--- config.mk ---
export PLATFORM = sky130hd
export DESIGN_NAME = sfx_scheduler
export DESIGN_NICKNAME = d
export VERILOG_FILES = /design/src/rtl/sfx_pkg.sv /design/src/rtl/sfx_rom.sv /design/src/rtl/sfx_scheduler.sv
export SDC_FILE = /design/constraint.sdc
export NUM_CORES = 1
export LEC_CHECK = 0
export ABC_AREA = 1
export BUFFER_PORTS_ARGS = -buffer_cell sky130_fd_sc_hd__buf_2
export CAP_MARGIN = 40
export CORE_MARGIN = 3
export CORE_UTILIZATION = 55
export CTS_CLUSTER_SIZE = 8
export DETAILED_ROUTE_END_ITERATION = 8
export PLACE_DENSITY = 0.84
export SLEW_MARGIN = 20
export SYNTH_ARGS = -nofsm -noshare
export SYNTH_HDL_FRONTEND = slang
export SYNTH_SLANG_ARGS = --single-unit
--- constraint.sdc ---
create_clock -name clk -period 4.65 [get_ports clk]
set_clock_uncertainty 0.2 [all_clocks]
set_input_delay 0.2325 -clock clk [delete_from_list [all_inputs] [get_ports clk]]
set_output_delay 0.2325 -clock clk [all_outputs]
set_load 0.02 [all_outputs]
--- src/rtl/sfx_pkg.sv ---
// Shared types, constants and note tables for the sound-effect scheduler.
package sfx_pkg;

    localparam int unsigned DIV_W   = 22;
    localparam int unsigned VOL_W   = 5;
    localparam int unsigned STEP_W  = 2;
    localparam int unsigned POS_W   = 5;
    localparam int unsigned KEY_LEN = 2;
    localparam int unsigned ERR_LEN = 4;
    localparam int unsigned BGM_LEN = 32;

    typedef enum logic [1:0] {
        ST_IDLE = 2'd0,
        ST_BGM  = 2'd1,
        ST_KEY  = 2'd2,
        ST_ERR  = 2'd3
    } state_t;

    localparam logic [1:0] SFX_IDLE = 2'd0;
    localparam logic [1:0] SFX_BGM  = 2'd1;
    localparam logic [1:0] SFX_KEY  = 2'd2;
    localparam logic [1:0] SFX_ERR  = 2'd3;

    localparam logic [DIV_W-1:0] SILENT_DIV = 22'd1;
    localparam logic [DIV_W-1:0] KEY_DIV    = 22'd47778;
    localparam logic [DIV_W-1:0] ERR_DIV    = 22'd227272;

    typedef struct packed {
        logic [DIV_W-1:0] left;
        logic [DIV_W-1:0] right;
    } div_pair_t;

    // Melody line (left channel), one divisor per beat
    localparam logic [DIV_W-1:0] BGM_LEFT [BGM_LEN] = '{
        22'd382219, 22'd340530, 22'd303370, 22'd286344, 22'd255102, 22'd227272, 22'd202478, 22'd191113,
        22'd202478, 22'd227272, 22'd255102, 22'd286344, 22'd303370, 22'd340530, 22'd382219, 22'd303370,
        22'd255102, 22'd191113, 22'd255102, 22'd303370, 22'd382219, 22'd303370, 22'd255102, 22'd227272,
        22'd286344, 22'd227272, 22'd191113, 22'd227272, 22'd255102, 22'd303370, 22'd340530, 22'd202478
    };

    // Bass line (right channel), one divisor per beat
    localparam logic [DIV_W-1:0] BGM_RIGHT [BGM_LEN] = '{
        22'd764467, 22'd1020408, 22'd764467, 22'd1020408, 22'd1145241, 22'd764467, 22'd1145241, 22'd764467,
        22'd909091, 22'd1020408, 22'd909091, 22'd1020408, 22'd1145241, 22'd1020408, 22'd764467, 22'd1020408,
        22'd764467, 22'd1020408, 22'd764467, 22'd1020408, 22'd1145241, 22'd764467, 22'd1145241, 22'd764467,
        22'd1145241, 22'd764467, 22'd1145241, 22'd764467, 22'd1020408, 22'd909091, 22'd1020408, 22'd764467
    };

    // Map FSM state to the externally visible effect code
    function automatic logic [1:0] sfx_code(input state_t s);
        case (s)
            ST_BGM:  return SFX_BGM;
            ST_KEY:  return SFX_KEY;
            ST_ERR:  return SFX_ERR;
            default: return SFX_IDLE;
        endcase
    endfunction

endpackage

--- src/rtl/sfx_rom.sv ---
// Divisor lookup for every effect: state plus step/bgm position -> left/right divisors.
module sfx_rom
    import sfx_pkg::*;
(
    input  state_t            state,
    input  logic [STEP_W-1:0] step,
    input  logic [POS_W-1:0]  bgm_pos,
    output div_pair_t         divs_c
);

    // Select the divisor pair for the current effect and beat
    always_comb begin
        divs_c.left  = SILENT_DIV;
        divs_c.right = SILENT_DIV;
        case (state)
            ST_BGM: begin
                divs_c.left  = BGM_LEFT[bgm_pos];
                divs_c.right = BGM_RIGHT[bgm_pos];
            end
            ST_KEY: begin
                if (step == '0) begin
                    divs_c.left  = KEY_DIV;
                    divs_c.right = KEY_DIV;
                end
            end
            ST_ERR: begin
                divs_c.left  = ERR_DIV;
                divs_c.right = ERR_DIV;
            end
            default: ;
        endcase
    end

endmodule

--- src/rtl/sfx_scheduler.sv ---
// Prioritised sound-effect scheduler: ERR > KEY > BGM > IDLE, beat-timed, registered outputs.
module sfx_scheduler
    import sfx_pkg::*;
#(
    parameter int unsigned TICK_DIV = 12_500_000
) (
    input  logic             clk,
    input  logic             rst,
    input  logic             key_req,
    input  logic             err_req,
    input  logic             bgm_en,
    input  logic [VOL_W-1:0] vol_in,
    output logic [DIV_W-1:0] note_div_left,
    output logic [DIV_W-1:0] note_div_right,
    output logic [VOL_W-1:0] volume,
    output logic             busy,
    output logic [1:0]       sfx_id
);

    localparam int unsigned    TICK_W    = (TICK_DIV > 1) ? $clog2(TICK_DIV) : 1;
    localparam logic [TICK_W-1:0] TICK_LAST = TICK_W'(TICK_DIV - 1);

    state_t              state, nxt_state;
    logic [STEP_W-1:0]   step, nxt_step;
    logic [POS_W-1:0]    bgm_pos, nxt_pos;
    logic [TICK_W-1:0]   tick_cnt, nxt_tick;
    logic                key_pend, nxt_pend;
    logic                tick_c, last_c, pend_c, restart_c;
    div_pair_t           divs_c;

    assign tick_c = (tick_cnt == TICK_LAST);
    assign last_c = (state == ST_KEY) ? (step == STEP_W'(KEY_LEN - 1))
                                      : (step == STEP_W'(ERR_LEN - 1));
    // A key request during ERR is remembered; a second one is absorbed
    assign pend_c = key_pend | (key_req && (state == ST_ERR));

    // Next state, step/position counters, beat timer and pending key
    always_comb begin
        nxt_state = state;
        nxt_step  = step;
        nxt_pos   = bgm_pos;
        nxt_pend  = pend_c;
        restart_c = 1'b0;
        case (state)
            ST_IDLE: begin
                if (bgm_en) nxt_state = ST_BGM;
            end
            ST_BGM: begin
                if (!bgm_en)     nxt_state = ST_IDLE;
                else if (tick_c) nxt_pos   = bgm_pos + 1'b1;
            end
            default: begin
                if (tick_c) begin
                    if (!last_c) begin
                        nxt_step = step + 1'b1;
                    end else begin
                        nxt_step = '0;
                        if (pend_c) begin
                            nxt_state = ST_KEY;
                            nxt_pend  = 1'b0;
                        end else if (bgm_en) begin
                            nxt_state = ST_BGM;
                        end else begin
                            nxt_state = ST_IDLE;
                        end
                    end
                end
            end
        endcase
        if (err_req) begin
            nxt_state = ST_ERR;
            nxt_step  = '0;
            nxt_pend  = pend_c | key_req;
            restart_c = 1'b1;
        end else if (key_req && (state != ST_ERR)) begin
            nxt_state = ST_KEY;
            nxt_step  = '0;
            restart_c = 1'b1;
        end
        if (!bgm_en) nxt_pos = '0;
        // Beat timer restarts on every entry or restart so each effect starts a full beat
        if (restart_c || (nxt_state != state) || (state == ST_IDLE) || tick_c) begin
            nxt_tick = '0;
        end else begin
            nxt_tick = tick_cnt + 1'b1;
        end
    end

    sfx_rom u_rom (
        .state   (nxt_state),
        .step    (nxt_step),
        .bgm_pos (nxt_pos),
        .divs_c  (divs_c)
    );

    // State and output registers; outputs reflect the state being entered
    always_ff @(posedge clk or posedge rst) begin
        if (rst) begin
            state          <= ST_IDLE;
            step           <= '0;
            bgm_pos        <= '0;
            tick_cnt       <= '0;
            key_pend       <= 1'b0;
            note_div_left  <= SILENT_DIV;
            note_div_right <= SILENT_DIV;
            volume         <= '0;
            busy           <= 1'b0;
            sfx_id         <= SFX_IDLE;
        end else begin
            state          <= nxt_state;
            step           <= nxt_step;
            bgm_pos        <= nxt_pos;
            tick_cnt       <= nxt_tick;
            key_pend       <= nxt_pend;
            note_div_left  <= divs_c.left;
            note_div_right <= divs_c.right;
            volume         <= (nxt_state == ST_IDLE) ? '0 : vol_in;
            busy           <= (nxt_state == ST_KEY) || (nxt_state == ST_ERR);
            sfx_id         <= sfx_code(nxt_state);
        end
    end

endmodule
==> out/metrics.cfg, run 1 <==
[run_status]
status=completed

[global_route]
grt_antenna_before_repair=0
grtUsageTotal_pct=26.09
grt-ovfl-total=0
grt_pass1_vias=4376
grt_pass1_wl_um=21230
grt_max_degree=35

[final_layout]
finalNetCount=759
layout-drive-gt1-share_pct=17.21
syn2layout_area_growth_pct=12.54
layout_common_cells=nand2_1 (205), dfrtp_1 (77), nand3_1 (72), inv_1 (68), nor2_1 (59)
mostFrequentLayoutCell=nand2_1
diodes=0

[worst_setup_path]
rr_startpoint=tick_cnt[0]
worstSetupPathType=flip-flop to flip-flop
required_ps=4730
slowest_stage=nand3_1
critPathLaunchType=flip-flop
reg2reg_to=note_div_left[16]
critPathArrivalTime_ps=3790
reg2reg_slack_ps=940
endpoint_kind=flip-flop
rr_worst_depth=18
crit_path_max_fanout=11
cpPeakStageDelay_ps=440
path_cells=ha_1, nand3_1, inv_1, nand2_1, nor2_1, nand2_1, inv_1, nand3_1, nand3_1, inv_1, ha_1, inv_1, nand4_1, nand3_1, nand2_1, nand2_1, nand3_1, nand2_1

[timing]
rsz0062_at_grt=no
setup_tns_ps=0
fmax_mhz=269.7
slew_violations=0
finalCriticalPeriod_ps=3707
hold_violations=0
period_share_pct=79.73
max_slew_margin_pct=51.69
worst_pin_slew_ps=722.0
setup_viol=0

[yosys]
synth_seq_cells=79
syn_area_um2=4969
synthFlopType=dfrtp_1
seq_area_frac_synth_pct=39.84
synthArstFlopShare_pct=100.0
synth_cell_types=36
synth_warnings=0
yosysTopAreaCell=dfrtp_1
synth_top_area_share_pct=38.78
synth_edf_count=0
synthCells=674
syn_area_per_cell_um2=7.372
synthTopCellsByArea=dfrtp_1 (39%), nand2_1 (15%), nand3_1 (7.3%)

[detailed_routing]
wl_um=13290
vias_per_cell=5.591
remaining_drc_errors=0
first_iter_violations=385
postRouteAntennaNets=0
wl_per_cell_um=15.71
vias=4730
first_pass_iters=6

[power]
power_w=0.001266
p_per_area_nw_per_um2=226.4
vdd_drop_max_uv=145.6
p_leak_nw=2.709

[clock_tree]
numCtsBuffers=9
path_clk_slew_ps=90
cts-root-buf=clkbuf_8
post_cts_resized=0
htreeDepth=3
clock_path_buffers=2
insertion_delay_ps=350
cts_tree=built
clock_sinks=79

[min_path]
min_path_type=input pin to flip-flop
whs_path_depth=3
hold_path_end=state[0]
hold_start=err_req

[job]
drv_cap=0

[floorplan]
dieWidth_um=101.0
rows=34
initial_core_util_pct=56.70
die_y_um=101.0
io_pins=62
die_area_um2=10210
fp.coreArea_um2=8763

[place]
dp_hpwl_um=9448
gp_congestion=0.9621
portBuffers=56

## repair_timing
item / 4_1_cts / 5_1_grt
buffers inserted: 0 / 0
endpoints found under the hold margin: 43 / 0
hold buffers: 8 / 0
## layer usage
layer  vias to the layer above  share of wire (%)  GRT usage [%]
met1                      2199                 44          38.00
met5                         -                  0              0
met4                         0                1.1          4.908
met2                       255                 45          41.30
met3                        17                 10          4.291
li1                       2259                  -              -
## flip-flops by register name (all words and copies together), names as in the netlist
register,count
step,2
volume,5
note_div_right,18
bgm_pos,5
key_pend,1
state,2
busy,1
tick_cnt,24
sfx_id,2
note_div_left,19
## worst max path at each step
stage | to | depth (start not counted) | startpoint
after CTS | note_div_left[8] | 18 | tick_cnt[0]
after global routing | note_div_left[10] | 18 | tick_cnt[0]
final | note_div_left[16] | 18 | tick_cnt[0]
after global placement | note_div_left[8] | 18 | tick_cnt[0]
after floorplan | note_div_left[10] | 17 | tick_cnt[0]
after detailed placement | note_div_left[8] | 18 | tick_cnt[0]
## power by group
group	leakage, nW	total, W	switching (W)	internal, W
sequential	0.942	0.000693	0.00000220	0.000691
combinational	1.67	0.0000572	0.0000386	0.0000186
clock	0.0960	0.000515	0.000269	0.000247
## critical path, delay by kind of cell (launching register included)
family                     cells  cell delay, ps
DFF                            1             380
and+or+nand+nor               12            1900
buffers and inverters          4             670
adders and majority gates      2             480
## cells in the mapped netlist, drive strengths merged, types with 3 or more instances
master,n
nor2,84
inv,76
buf,22
ha,16
nor4,3
nand2,213
xor2,17
nand3b,4
clkbuf,4
o21ai,27
dfrtp,77
xnor2,3
nor3,7
nand3,73
a21oi,17
nand4,25
## stage by stage
| step | instances | hold slack, ps | setup slack [ps] | utilization (%) | area [um^2] |
|---|---|---|---|---|---|
| after floorplan | 678 | 138.7 | 1825 | - | 4984 |
| after global placement | 819 | 244.2 | 1120 | 60.02 | 5260 |
| after detailed placement | 821 | 32.56 | 1083 | 60.57 | 5308 |
| after CTS | 845 | 10.88 | 1033 | 63.64 | 5577 |
| after global routing | 846 | 38.86 | 732.0 | 63.81 | 5592 |
| final | 846 | 10.87 | 942.7 | 63.81 | 5592 |
## kinds of logic (layout without fill, tap and decap cells)
logic type      Yosys count  after routing  synth area share [%]
other cells               1              5               0.07548
compound gates           47             47                 5.566
buf+inv                 102            162                 8.990
flops                    79             79                 39.84
simple gates            409            409                 37.98
fa+ha+maj                16             16                 4.029
xor+xnor                 20             20                 3.526
## final cells by class
| type | count | area (um^2) |
|---|---|---|
| clock inverters | 6 | 61.31 |
| clock buffers | 10 | 127.6 |
| fillers | 784 | 3172 |
| inverters | 76 | 285.3 |
| multi-input cells | 497 | 2557 |
| flip-flops and latches | 79 | 1979 |
| well taps | 108 | 135.1 |
| repair buffers | 70 | 445.4 |
No activity file was read; power rests on OpenSTA's default activity.
==> run 2, diff against run 1 <==
Settings changed: CORE_UTILIZATION 55 to 53, PLACE_DENSITY 0.84 to 0.85.
Clock period 4.65 ns to 3.1 ns, I/O delays scaled along.
==> run 2 against run 1 <==
Worst setup slack worse by 850 ps. Combinational power is 61% higher. Total power is 53% higher. Clock power is 56% higher. Flip-flop and latch count stayed put. Maximum frequency is 23% higher. Final area is 5.5% higher. Utilization is 2.2 points higher. Routed wire length is 9.2% higher.
==> out/metrics.cfg, run 2 (synthesis gave the netlist of run 1 again) <==
[detailed_routing]
first_iter_violations=481  ; was 385
wl_um=14510  ; was 13290 um
vias=4918  ; was 4730
remaining_drc_errors=0  ; unchanged
postRouteAntennaNets=0  ; unchanged
first_pass_iters=6  ; unchanged
wl_per_cell_um=16.53  ; was 15.71 um
vias_per_cell=5.601  ; was 5.591

[final_layout]
layout_common_cells=nand2_1 (204), dfrtp_1 (75), nand3_1 (69), inv_1 (66)  ; was nand2_1 (205), dfrtp_1 (77), nand3_1 (72), inv_1 (68), nor2_1 (59)
regArea_um2=1982  ; was 1979 um^2
regMostFlops=tick_cnt  ; unchanged
layout-drive-gt1-share_pct=22.21  ; was 17.21%
stdcell_count=878  ; was 846
top_regs=tick_cnt: 24 flops, note_div_left: 19 flops, note_div_right: 18 flops  ; unchanged
finalNetCount=791  ; was 759
finish.utilization_pct=66.01  ; was 63.81%
postLayoutCellArea_um2=5897  ; was 5592 um^2
syn2layout_area_growth_pct=18.69  ; was 12.54%
diodes=0  ; unchanged
multi_input_area_um2=2603  ; was 2557 um^2
fillers=763  ; was 784
mostFrequentLayoutCell=nand2_1  ; unchanged
largest_reg_flops=24  ; unchanged

[global_route]
grtUsageTotal_pct=27.98  ; was 26.09%
grt_max_degree=43  ; was 35
grt_pass1_wl_um=22770  ; was 21230 um
grt_pass1_vias=4441  ; was 4376
grt-ovfl-total=0  ; unchanged
grt_antenna_before_repair=0  ; unchanged

[place]
dp_hpwl_um=10420  ; was 9448 um
dpl.cell_count=843  ; was 821
gp_congestion=1.031  ; was 0.9621
portBuffers=56  ; unchanged
place_area_um2=5473  ; was 5308 um^2

[worst_setup_path]
crit_path_max_fanout=8  ; was 11
required_ps=3200  ; was 4730 ps
critPathLaunchType=flip-flop  ; unchanged
critPathArrivalTime_ps=3110  ; was 3790 ps
endpoint_kind=flip-flop  ; unchanged
rr_worst_depth=15  ; was 18
worstSetupPathType=flip-flop to flip-flop  ; unchanged

[floorplan]
die_area_um2=10570  ; was 10210 um^2
die_y_um=102.8  ; was 101.0 um
initial_core_util_pct=55.62  ; was 56.70%
rows=34  ; unchanged
dieWidth_um=102.8  ; was 101.0 um
fp.coreArea_um2=8934  ; was 8763 um^2
io_pins=62  ; unchanged

[timing]
hold_violations=0  ; unchanged
slew_violations=0  ; unchanged
period_share_pct=97.07  ; was 79.73%
fmax_mhz=332.3  ; was 269.7 MHz
worst_pin_slew_ps=595.9  ; was 722.0 ps
setup_viol=0  ; unchanged
setup_tns_ps=0  ; unchanged
max_slew_margin_pct=59.85  ; was 51.69%
finalCriticalPeriod_ps=3009  ; was 3707 ps

[clock_tree]
insertion_delay_ps=370  ; was 350 ps
cts_tree=built  ; unchanged
numCtsBuffers=9  ; unchanged
path_clk_slew_ps=90  ; about the same
clock_sinks=79  ; unchanged
htreeDepth=3  ; unchanged
cts-root-buf=clkbuf_8  ; unchanged
clock_path_buffers=2  ; unchanged

[min_path]
min_path_type=input pin to asynchronous set/reset pin  ; was input pin to flip-flop

[power]
p_per_area_nw_per_um2=328.5  ; was 226.4 nW/um^2
p_leak_nw=2.858  ; was 2.709 nW
vdd_drop_max_uv=165.4  ; was 145.6 uV

[job]
drv_cap=0  ; unchanged

[run_status]
status=completed  ; unchanged

run 2: repair_timing:
item / 4_1_cts / 5_1_grt
hold buffers: 9 / 0
setup endpoints to repair: 2 / 22
pin swaps: 0 / 4
buffers inserted: 0 / 9
resized for setup: 2 / 12
hold endpoints to repair: 45 / 0
run 2: per-layer routing:
layer  global-route usage, %  part of all wire, %  vias up
li1                        -                    -     2318
met1                   40.68                   44     2248
met2                   42.11                   44      310
met3                   6.563                   11       42
met4                   7.371                  2.0        0
met5                       0                    0        -
run 2: final cells by class:
class	count	share of cell area (%)
clock buffers	12	2.461
clock inverters	4	0.9124
inverters	76	4.838
multi-input cells	497	44.13
flip-flops and latches	79	33.61
well taps	108	2.292
repair buffers	102	11.75
run 2: where the power goes:
part	internal [W]	total, W	switching [W]	leakage, nW
clock	0.000398	0.000805	0.000407	0.0932
sequential	0.00104	0.00104	0.00000348	0.938
combinational	0.0000320	0.0000919	0.0000599	1.83
run 2: per-stage QoR:
stage               power [W]  hold WS, ps  setup WS (ps)
floorplan            0.001118        61.23          274.7
global placement     0.001131        132.7          129.0
detailed placement   0.001138        161.5          16.89
CTS                  0.001942        142.7          22.51
global route         0.002006        62.10         -34.81
finish               0.001937        42.15          90.74
run 2: worst max-delay path, stage by stage (launching register included):
cell and delay, ps:
dfrtp_1 370, ha_2 200, nand3_2 110, nor2_1 210, nand2_4 90, nor2_8 120
nand2_1 80, nand2_1 100, inv_1 60, nor2_1 160, buf_4 200, ha_1 210
inv_1 90, o21ai_0 420, nand3_1 180, nand2_1 100
run 2: final timing paths:
check / start / end / slack [ps]
min in group clk: bgm_en / bgm_pos[0] / 140
max in group asynchronous: rst / tick_cnt[14] / 2180
setup reg to reg: tick_cnt[0] / note_div_left[11] / 90
setup / recovery: tick_cnt[0] / note_div_left[11] / 90
hold / removal: rst / note_div_left[3] / 40
hold reg to reg: tick_cnt[0] / tick_cnt[0] / 350
==> run 3, diff against run 2 <==
Settings changed: CORE_UTILIZATION 53 to 60, PLACE_DENSITY 0.85 to unset, PLACE_DENSITY_LB_ADDON set to 0.12.
Clock period 3.1 ns to 3.91 ns, I/O delays scaled along.
==> run 3 against run 2 <==
Worst setup slack better by 280 ps. Global-route usage grew 1.6 points. Sequential power shrank 21%. Combinational power is 31% lower. Final area decreased by 5.2%. Clock power fell by 17%. Critical path type unchanged. Largest power group unchanged. Highest routed layer unchanged.
==> out/metrics.cfg, run 3 (synthesis gave the netlist of run 1 again) <==
[run_status]
status=completed  ; unchanged

[final_layout]
finalNetCount=761  ; was 791
fillers=625  ; was 763
postLayoutCellArea_um2=5593  ; was 5897 um^2
layout-drive-gt1-share_pct=17.57  ; was 22.21%
mostFrequentLayoutCell=nand2_1  ; unchanged
largest_reg_flops=24  ; unchanged
diodes=0  ; unchanged
layout_common_cells=nand2_1 (205), dfrtp_1 (77), nand3_1 (71), inv_1 (68), nor2_1 (59)  ; was nand2_1 (204), dfrtp_1 (75), nand3_1 (69), inv_1 (66)
syn2layout_area_growth_pct=12.57  ; was 18.69%
top_regs=tick_cnt: 24 flops, note_div_left: 19 flops, note_div_right: 18 flops  ; unchanged
regMostFlops=tick_cnt  ; unchanged

[clock_tree]
numCtsBuffers=9  ; unchanged
insertion_delay_ps=360  ; was 370 ps
cts_tree=built  ; unchanged
post-cts-setup-buffer-count=0  ; unchanged
htreeDepth=3  ; unchanged
clock_path_buffers=2  ; unchanged
clock_sinks=79  ; unchanged
cts-root-buf=clkbuf_8  ; unchanged
path_clk_slew_ps=90  ; about the same

[place]
dp_hpwl_um=9845  ; was 10420 um
place_area_um2=5283  ; was 5473 um^2
portBuffers=56  ; unchanged
gp_congestion=0.9886  ; was 1.031

[detailed_routing]
first_pass_iters=5  ; was 6
vias=4835  ; was 4918
vias_per_cell=5.742  ; was 5.601
wl_um=13740  ; was 14510 um
remaining_drc_errors=0  ; unchanged
wl_per_cell_um=16.31  ; was 16.53 um
first_iter_violations=431  ; was 481
postRouteAntennaNets=0  ; unchanged

[global_route]
grt_max_degree=50  ; was 43
grtUsageTotal_pct=29.54  ; was 27.98%
grt_antenna_before_repair=0  ; unchanged
grt-ovfl-total=0  ; unchanged
grt_pass1_vias=4596  ; was 4441
grt_pass1_wl_um=22520  ; was 22770 um

[timing]
setup_tns_ps=0  ; unchanged
setup_viol=0  ; unchanged
slew_violations=0  ; unchanged
hold_violations=0  ; unchanged
period_share_pct=90.44  ; was 97.07%
rsz0062_at_grt=no
worst_pin_slew_ps=646.3  ; was 595.9 ps
fmax_mhz=282.8  ; was 332.3 MHz
max_slew_margin_pct=56.85  ; was 59.85%
finalCriticalPeriod_ps=3536  ; was 3009 ps

[job]
drv_cap=0  ; unchanged

[worst_setup_path]
critPathLaunchType=flip-flop  ; unchanged
startpoint=tick_cnt[0]  ; unchanged
critPathArrivalTime_ps=3620  ; was 3110 ps
crit_path_max_fanout=11  ; was 8
endpoint_kind=flip-flop  ; unchanged
rr_startpoint=tick_cnt[0]  ; unchanged
rr_worst_depth=18  ; was 15
required_ps=3990  ; was 3200 ps
worstSetupPathType=flip-flop to flip-flop  ; unchanged
reg2reg_slack_ps=370  ; was 90 ps
reg2reg_to=note_div_left[14]  ; was note_div_left[11]

[floorplan]
fp.coreArea_um2=7888  ; was 8934 um^2
dieWidth_um=97  ; was 102.8 um
rows=32  ; was 34
io_pins=62  ; unchanged
die_y_um=97  ; was 102.8 um
die_area_um2=9409  ; was 10570 um^2
initial_core_util_pct=62.99  ; was 55.62%

[power]
p_leak_nw=2.714  ; was 2.858 nW
power_w=0.001556  ; was 0.001937 W
vdd_drop_max_uv=230.8  ; was 165.4 uV
p_per_area_nw_per_um2=278.1  ; was 328.5 nW/um^2

[min_path]
hold_path_end=bgm_pos[4]
min_path_type=input pin to flip-flop  ; was input pin to asynchronous set/reset pin
hold_start=bgm_en
whs_path_depth=3

[run 3: per-stage QoR]
step / setup WS, ps / std cells / hold WS [ps] / utilization, %
6_report: 373.7 / 842 / 110.6 / 70.91
3_3_place_gp: 370.6 / 817 / 116.7 / 66.97
4_1_cts: 225.0 / 842 / 91.05 / 70.84
2_1_floorplan: 1085 / 678 / 101.7 / -
3_5_place_dp: 248.8 / 817 / 122.7 / 66.97
5_1_grt: 40.81 / 842 / 147.7 / 70.91
[run 3: power breakdown]
| part | leakage (nW) | switching [W] | internal, W | total, W |
|---|---|---|---|---|
| Clock | 0.106 | 0.000333 | 0.000335 | 0.000667 |
| Combinational | 1.67 | 0.0000454 | 0.0000184 | 0.0000637 |
| Sequential | 0.942 | 0.00000263 | 0.000822 | 0.000824 |
[run 3: layer usage]
metal | wire, um | up-vias | GRT usage (%)
li1 | - | 2250 | -
met1 | 5892 | 2235 | 41.72
met2 | 5963 | 302 | 43.68
met3 | 1509 | 48 | 8.435
met4 | 369 | 0 | 10.15
met5 | 0 | - | 0
[run 3: what timing repair did]
action                     in CTS  in global routing
hold buffers                    9                  0
setup endpoints to repair       0                  7
gates resized for setup         0                  1
hold endpoints to repair       39                  0
[run 3: final cells by class]
type                       instances  area, um^2  area share [%]
clock buffer                      11       151.4           2.707
clock inverter                     5       63.81           1.141
inverter                          76       285.3           5.101
multi-input combinational        497        2562           45.82
sequential                        79        1979           35.39
tap                              102       127.6           2.282
timing repair buffer              72       422.9           7.562
[run 3: worst max-delay path: stages (launching register included)]
cell and delay [ps]:
dfrtp_1 370, ha_1 190, nand3_1 150, inv_1 120
nand2_1 60, nor2_1 150, nand2_1 120, inv_1 90
nand3_1 90, nand3_2 260, inv_1 240, ha_1 250
inv_1 100, nand4_1 420, nand2_1 180, nor2_1 60
nor2_1 120, nand3_1 180, nand2_1 110
[run 3: worst max path at each step]
| stage | end | slack [ps] | depth (start not counted) |
|---|---|---|---|
| 2_1_floorplan | note_div_left[10] | 1080 | 17 |
| 3_3_place_gp | note_div_left[14] | 370 | 18 |
| 3_5_place_dp | note_div_left[14] | 250 | 18 |
| 4_1_cts | note_div_left[14] | 230 | 18 |
| 5_1_grt | note_div_left[14] | 40 | 18 |
| 6_report | note_div_left[14] | 370 | 18 |
